$ cat config.mk
export PLATFORM = sky130hd
export DESIGN_NAME = rotater_seq_flat
export DESIGN_NICKNAME = d
export VERILOG_FILES = /design/src/rtl/pdp8_pkg.sv /design/src/rtl/rotater_seq_if.sv /design/src/rtl/rotater_seq_rot_step.sv /design/src/rtl/rotater_seq.sv /design/src/flat_wrapper.sv
export SDC_FILE = /design/constraint.sdc
export NUM_CORES = 1
export LEC_CHECK = 0
export CELL_PAD_IN_SITES_DETAIL_PLACEMENT = 1
export CELL_PAD_IN_SITES_GLOBAL_PLACEMENT = 2
export CORE_MARGIN = 2
export CORE_UTILIZATION = 31
export DETAILED_ROUTE_END_ITERATION = 7
export PLACE_DENSITY = 0.86
export SETUP_SLACK_MARGIN = 0.02
export SLEW_MARGIN = 20
export SYNTH_ARGS = -nofsm -noshare
export SYNTH_HDL_FRONTEND = slang
export SYNTH_HIERARCHICAL = 1
export SYNTH_SLANG_ARGS = --single-unit
$ cat constraint.sdc
create_clock -name clk -period 1.6 [get_ports clk]
set_input_delay 0.32 -clock clk [delete_from_list [all_inputs] [get_ports clk]]
set_output_delay 0.32 -clock clk [all_outputs]
set_load 0.01 [all_outputs]
$ cat src/rtl/pdp8_pkg.sv
// rtl/pdp8_pkg.sv - shared PDP-8 constants: accumulator width, rotater FSM states, rotate directions
package pdp8_pkg;
  localparam int AC_WIDTH = 12;

  localparam logic [1:0] IDLE  = 2'd0;
  localparam logic [1:0] SHIFT = 2'd1;
  localparam logic [1:0] DONE  = 2'd2;

  typedef enum logic [1:0] {
    DIR_LEFT,
    DIR_RIGHT,
    DIR_SWAP
  } dir_t;
endpackage

$ cat src/rtl/rotater_seq_if.sv
// rtl/rotater_seq_if.sv - request/result bundle between the OPR decoder, link register, AC and the rotater
interface rotater_seq_if #(
  parameter int AC_WIDTH = pdp8_pkg::AC_WIDTH
);
  logic                START;
  logic                RAR;
  logic                RAL;
  logic                BSW;
  logic [AC_WIDTH-1:0] AC_IN;
  logic                LINK_IN;
  logic [AC_WIDTH-1:0] AC_OUT;
  logic                LINK_OUT;
  logic                LINK_SET;
  logic                AC_LOAD;
  logic                BUSY;

  modport master (
    output START, RAR, RAL, BSW, AC_IN, LINK_IN,
    input  AC_OUT, LINK_OUT, LINK_SET, AC_LOAD, BUSY
  );

  modport slave (
    input  START, RAR, RAL, BSW, AC_IN, LINK_IN,
    output AC_OUT, LINK_OUT, LINK_SET, AC_LOAD, BUSY
  );
endinterface

$ cat src/rtl/rotater_seq_rot_step.sv
// rtl/rotater_seq_rot_step.sv - one combinational rotate step on the {L,AC} word
module rot_step
  import pdp8_pkg::*;
#(
  parameter int AC_WIDTH = pdp8_pkg::AC_WIDTH
) (
  input  dir_t              dir,
  input  logic [AC_WIDTH:0] word,
  output logic [AC_WIDTH:0] next
);
  localparam int HALF = AC_WIDTH / 2;

  // word[AC_WIDTH] is the link; left/right rotate through it, swap leaves it alone
  always_comb begin
    next = word;
    case (dir)
      DIR_LEFT:  next = {word[AC_WIDTH-1:0], word[AC_WIDTH]};
      DIR_RIGHT: next = {word[0], word[AC_WIDTH:1]};
      DIR_SWAP:  next = {word[AC_WIDTH], word[HALF-1:0], word[AC_WIDTH-1:HALF]};
      default:   next = word;
    endcase
  end
endmodule

$ cat src/rtl/rotater_seq.sv
// rtl/rotater_seq.sv - sequential OPR group 1 rotater (RAR/RAL/RTR/RTL/BSW), one step per clock
// ROTATER_BSW_EN: when defined, BSW alone performs a half-word swap; otherwise it passes through.
module rotater_seq
  import pdp8_pkg::*;
#(
  parameter int AC_WIDTH = pdp8_pkg::AC_WIDTH
) (
  input  logic        clk,
  input  logic        reset_n,
  rotater_seq_if.slave bus
);
  logic [1:0]        state;
  logic [1:0]        steps;
  dir_t              dir;
  logic [AC_WIDTH:0] work;
  logic [AC_WIDTH:0] work_next;
  logic [1:0]        dec_steps;
  dir_t              dec_dir;

  // RAL and RAR together cancel; BSW doubles a single rotate
  always_comb begin
    dec_steps = 2'd0;
    dec_dir   = DIR_LEFT;
    if (bus.RAL && !bus.RAR) begin
      dec_steps = bus.BSW ? 2'd2 : 2'd1;
      dec_dir   = DIR_LEFT;
    end else if (bus.RAR && !bus.RAL) begin
      dec_steps = bus.BSW ? 2'd2 : 2'd1;
      dec_dir   = DIR_RIGHT;
    end else if (bus.BSW && !bus.RAL && !bus.RAR) begin
`ifdef ROTATER_BSW_EN
      dec_steps = 2'd1;
      dec_dir   = DIR_SWAP;
`else
      dec_steps = 2'd0;
      dec_dir   = DIR_LEFT;
`endif
    end
  end

  rot_step #(.AC_WIDTH(AC_WIDTH)) u_step (
    .dir  (dir),
    .word (work),
    .next (work_next)
  );

  always_ff @(posedge clk or negedge reset_n) begin
    if (!reset_n) begin
      state <= IDLE;
      steps <= 2'd0;
      dir   <= DIR_LEFT;
      work  <= '0;
    end else begin
      case (state)
        IDLE: begin
          if (bus.START) begin
            work  <= {bus.LINK_IN, bus.AC_IN};
            steps <= dec_steps;
            dir   <= dec_dir;
            state <= (dec_steps != 2'd0) ? SHIFT : DONE;
          end
        end
        SHIFT: begin
          work  <= work_next;
          steps <= steps - 2'd1;
          if (steps == 2'd1) state <= DONE;
        end
        DONE:    state <= IDLE;
        default: state <= IDLE;
      endcase
    end
  end

  assign bus.AC_OUT   = work[AC_WIDTH-1:0];
  assign bus.LINK_OUT = work[AC_WIDTH];
  assign bus.LINK_SET = (state == DONE);
  assign bus.AC_LOAD  = (state == DONE);
  assign bus.BUSY     = (state == SHIFT) || (state == DONE);
endmodule

$ cat src/flat_wrapper.sv
// flat-port wrapper written by rule: the top's interface ports become plain ports
module rotater_seq_flat import pdp8_pkg::*;
#(
  parameter int AC_WIDTH = pdp8_pkg::AC_WIDTH
)
  (clk, reset_n, bus_START, bus_RAR, bus_RAL, bus_BSW, bus_AC_IN, bus_LINK_IN, bus_AC_OUT, bus_LINK_OUT, bus_LINK_SET, bus_AC_LOAD, bus_BUSY);
  rotater_seq_if #(.AC_WIDTH(AC_WIDTH)) bus_i ();
  input  logic clk;
  input  logic reset_n;
  input wire logic [$bits(bus_i.START)-1:0] bus_START;
  input wire logic [$bits(bus_i.RAR)-1:0] bus_RAR;
  input wire logic [$bits(bus_i.RAL)-1:0] bus_RAL;
  input wire logic [$bits(bus_i.BSW)-1:0] bus_BSW;
  input wire logic [$bits(bus_i.AC_IN)-1:0] bus_AC_IN;
  input wire logic [$bits(bus_i.LINK_IN)-1:0] bus_LINK_IN;
  output wire logic [$bits(bus_i.AC_OUT)-1:0] bus_AC_OUT;
  output wire logic [$bits(bus_i.LINK_OUT)-1:0] bus_LINK_OUT;
  output wire logic [$bits(bus_i.LINK_SET)-1:0] bus_LINK_SET;
  output wire logic [$bits(bus_i.AC_LOAD)-1:0] bus_AC_LOAD;
  output wire logic [$bits(bus_i.BUSY)-1:0] bus_BUSY;
  assign bus_i.START = bus_START;
  assign bus_i.RAR = bus_RAR;
  assign bus_i.RAL = bus_RAL;
  assign bus_i.BSW = bus_BSW;
  assign bus_i.AC_IN = bus_AC_IN;
  assign bus_i.LINK_IN = bus_LINK_IN;
  assign bus_AC_OUT = bus_i.AC_OUT;
  assign bus_LINK_OUT = bus_i.LINK_OUT;
  assign bus_LINK_SET = bus_i.LINK_SET;
  assign bus_AC_LOAD = bus_i.AC_LOAD;
  assign bus_BUSY = bus_i.BUSY;
  rotater_seq #(.AC_WIDTH(AC_WIDTH)) u_core (.clk(clk), .reset_n(reset_n), .bus(bus_i));
endmodule
======== Word-level counts from Yosys, hierarchy flattened ========
Index checks and enable logic that the tools add are counted.
operators by class
  add/subtract/negate cells ............... 1
  reductions and logical operators ........ 14
  equal/unequal tests ..................... 10
  mux-type cells .......................... 14
operators with widths
  cell                                                                count
  13-bit one-hot mux with 3 select lines                              1
  13-bit one-hot mux with 2 select lines                              1
  2-bit 2-to-1 mux                                                    8
  13-bit 2-to-1 mux                                                   1
  2-bit one-hot mux with 2 select lines                               2
  2-bit by 1-bit == test with 1-bit output, second input constant     3
  2-bit AND reduction                                                 3
  2-bit == test, second input constant                                2
  2-bit logical NOT                                                   2
  2-bit != test, second input constant                                2
  4-bit != test, second input constant                                1
  4-bit AND reduction                                                 1
  2-bit nonzero test                                                  2
  3-bit != test, second input constant                                1
  3-bit AND reduction                                                 1
  1-bit logical AND                                                   2
  1-bit logical NOT                                                   2
  2-bit by 1-bit != test with 1-bit output, second input constant     1
  2-bit by 1-bit subtractor with 2-bit output, second input constant  1
  1-bit logical OR                                                    1
  1-bit 2-to-1 mux                                                    1
storage, ports and cells
  bits in registers ....................... 19
  word-level logic and storage cells ...... 44
  output and inout port bits .............. 16

======== Longest topological paths before layout ========
  depth after elaboration ................. 8
  gate-level depth with buffers ........... 7
  depth with buffers taken out ............ 5

======== Modules after synthesis ========
The synthesis kept the hierarchy.
by module, submodules not included
  module       instances  cells an instance  area an instance (um2)
  rotater_seq  1          93                 998.5
  rot_step     1          18                 347.8

======== Worst setup path before layout ========
No wires, ideal clock.
  path kind ............................... register to register
  from .................................... reg u_core.state[0]
  to ...................................... reg u_core.work[11]
  path buffers ............................ 2
  setup slack ............................. 174 ps
  setup time .............................. 74 ps
  period minus slack after synthesis ...... 1426 ps
  arrival time ............................ 1352 ps
  cell stages (with the launch flop) ...... 8
  cells stage by stage .................... dfrtp_1 -> inv_1 -> ha_1 -> mux2i_2 -> buf_6 -> buf_6 -> nand2_1 -> o21ai_2
between the ends
  cells in the longest elaborated chain, start to end .. 3
ends and longest elaborated chain
  what                                                                           RTL line           text
  start: declaration                                                             rotater_seq.sv:12  logic [1:0] state;
  start signal: assignment                                                       rotater_seq.sv:60  state <= (dec_steps != 2'd0) ? SHIFT : DONE;
  2-bit by 1-bit == test with 1-bit output or 2-bit logical NOT (tied branches)  rotater_seq.sv:54  case (state)
  4-bit != test (no source line), or another cell as far along                   -
  3-bit AND reduction (no source line)                                           -
  end signal: assignment                                                         rotater_seq.sv:57  work <= {bus.LINK_IN, bus.AC_IN};
  end signal: assignment                                                         rotater_seq.sv:64  work <= work_next;
  end: declaration                                                               rotater_seq.sv:15  logic [AC_WIDTH:0] work;
Parallel ways exist; a longest one is shown, timed or not.
A chain may end at the register's enable or synchronous reset.

======== Worst setup path in the final report ========
  from .................................... reg u_core.state[1]
  to ...................................... out bus_LINK_SET
between the ends
  cells in the longest elaborated chain, start to end .. 1
ends and longest elaborated chain
  what              RTL line            text
  2-bit == test     rotater_seq.sv:76   assign bus.LINK_SET = (state == DONE);
  end: declaration  flat_wrapper.sv:18  output wire logic [$bits(bus_i.LINK_SET)-1:0] bus_LINK_SET;
No other way between the ends.

==> impl_metrics.ini <==
[run_status]
outcome = completed

[floorplanning]
initial_core_util_pct = 32.95
dieArea_um2 = 4886
ios = 35
rows = 23
core_area_um2 = 4086
die_y_um = 69.90
die_x_um = 69.90

[route]
via_per_inst = 5.252
via_count = 1103
dr.first_iter.drc_count = 23
drt_pass1_iterations = 4
route.detailed.drc = 0
antenna_left = 0
routed_wl_um = 3617
wl_per_cell_um = 17.22

[clock_tree]
cts_sinks = 18
clkTransAtPathRegs_ps = 70
root_buffer = clkbuf_8
cts_inserted_buffers = 3
cts_tree = done
clk_latency_ps = 250
clockBufferDepth = 2
h-tree-depth = 1

[layout]
area_delta_synth_final_pct = 42.01
final_util_pct = 46.79
multi_input_area_um2 = 808.3
fillCellCount = 460
insertedDiodeCount = 0
drive_above_1_share_pct = 33.13
finalNetCount = 184
seq_area_um2 = 459.2

[synth]
synth_mux_area_share_pct = 33.18
ys_seq_area_share_pct = 33.46
syn_inst = 111
syn_area_per_cell_um2 = 12.13
synth.yosys.warnings = 6
syn-num-nets = 134
synth_top_area_cell = dfrtp_1
yosys.cell_count.top_type = dfrtp_1
yosys.area_share.adder_pct = 3.717
synth_compound_area_share_pct = 11.99
synth_area_um2 = 1346
synth-edff-count = 0
synth.area.top_cells = dfrtp_1, mux4_1, mux2i_1, mux4_2, o21ai_2
yosysUniqueCellTypes = 26
synth_xor_area_share_pct = 0.6506
synth_top_family_by_area = multiplexers
ys_seq_elements = 18
synthTopCellsByCount = dfrtp_1, nand2_1, mux2i_1
synth_top_area_share_pct = 33.46
synthFlopType = dfrtp_1
synth-simple-area-share_pct = 8.457
async_reset_ff_share_pct = 100.0

[critical_path]
cp.required_ps = 1280
cp_max_fo = 2
arrival_ps = 1230
cp-end-kind = output pin
rr_endpoint = u_core/steps[0]
rr_startpoint = u_core/state[0]
cp-start-kind = flip-flop
crit_path_start = u_core/state[1]
reg2reg_depth = 6
r2r_slack_ps = 120
path_class = flip-flop to output pin
crit_path_end = bus_LINK_SET

[global_route]
grt_max_degree = 19
grt_overflow = 0
antenna_found_initial = 0
grt_pass1_wl_um = 5996
gr-usage-all-layers_pct = 15.25
grt_pass1_vias = 1186

[power_and_ir_drop]
power_uw = 3677
power_density_nw_per_um2 = 1923
irDropWorstVdd_v = 0.0005882
power.leakage_uw = 0.0008426

[sta]
fin_crit_sh_pct = 96.57
timing.fmax_ghz = 0.6472
fin_crit_ps = 1545
fin_ws_ps = 54.89
report.final.hold_viol_count = 0
whs_ps = 405.7
fin_worst_skew_ps = 2.581
finalSetupViolCount = 0
slew_viol_final = 0
rsz0062_at_grt = yes
tns_ps = 0

[placed_design]
numPortBuffers = 34
pre_cts_slack_ps = -34.16
place_congestion = 0.8081
hpwl_um = 2616

[hold_path]
hp-class = primary input to async pin

[job]
maxCapViolCount = 0
-- worst min path at each step --
stage | slack [ps] | to | from
4_1_cts | 410 | u_core/state[0] | reset_n
3_5_place_dp | 530 | u_core/steps[1] | u_core/steps[1]
6_report | 410 | u_core/state[0] | reset_n
2_1_floorplan | 20 | u_core/dir[0] | reset_n
3_3_place_gp | 490 | u_core/steps[1] | u_core/steps[1]
5_1_grt | 420 | u_core/state[0] | reset_n
-- area by class of cell --
type,instances,area share [%]
repair buffers,54,26.77
inverters,4,0.7853
flip-flops and latches,18,24.02
well taps,50,3.272
clock buffers,4,2.880
multi-input cells,80,42.28
-- power by group --
| part | switching (µW) | internal (µW) | total (µW) |
|---|---|---|---|
| Clock | 164 | 219 | 383 |
| Sequential | 250 | 698 | 948 |
| Combinational | 1020 | 1330 | 2350 |
| Total | 1430 | 2240 | 3680 |
-- layout by cell type (no fill, tap or decap), drive strengths merged, types with 2 or more instances in the layout --
cell           instances
inv                    4
dlymetal6s2s           5
a21oi                  3
mux2i                 15
o21ai                 15
nor2                   2
nor3b                  2
mux4                  12
ha                     4
clkdlybuf4s15          2
dfrtp                 18
clkdlybuf4s50         25
nand2                 16
clkbuf                 5
nand2b                 3
buf                   20
-- stage by stage --
stage / std cells / area, µm²
after floorplan: 111 / 1346
after global placement: 194 / 1713
after detailed placement: 194 / 1713
after CTS: 204 / 1833
after global routing: 210 / 1912
final: 210 / 1912
-- sequential cells by signal (all words and copies together), names as in the netlist --
name	flops
u_core/work	13
u_core/state	2
u_core/dir	1
u_core/steps	2
-- timing repair --
action | CTS | global route
gates resized for setup | 15 | 15
setup buffers | 6 | 6
hold buffers | 0 | 0
endpoints found under the setup margin | 29 | 19
-- metal layers --
layer,global-route usage (%),part of all wire (%),vias to the layer above
met1,20.89,45,566
li1,-,-,510
met5,0,0,-
met4,2.564,0,0
met2,25.61,50,27
met3,2.742,4.3,0
-- worst max-delay path: stages (launching register included) --
cell and delay [ps]:
dfrtp_1 400, buf_4 150, ha_1 190, clkdlybuf4s15_1 230
-- cells by family (layout without fill, tap and decap cells) --
kind of cell,Yosys count,after routing
adders and majority gates,4,4
AOI/OAI and AO/OA,22,22
buffers and inverters,13,62
muxes,27,27
DFF,18,18
other,1,1
and+or+nand+nor,25,25
xor gates and xnor gates,1,1
No activity file was read; power rests on OpenSTA's default activity.
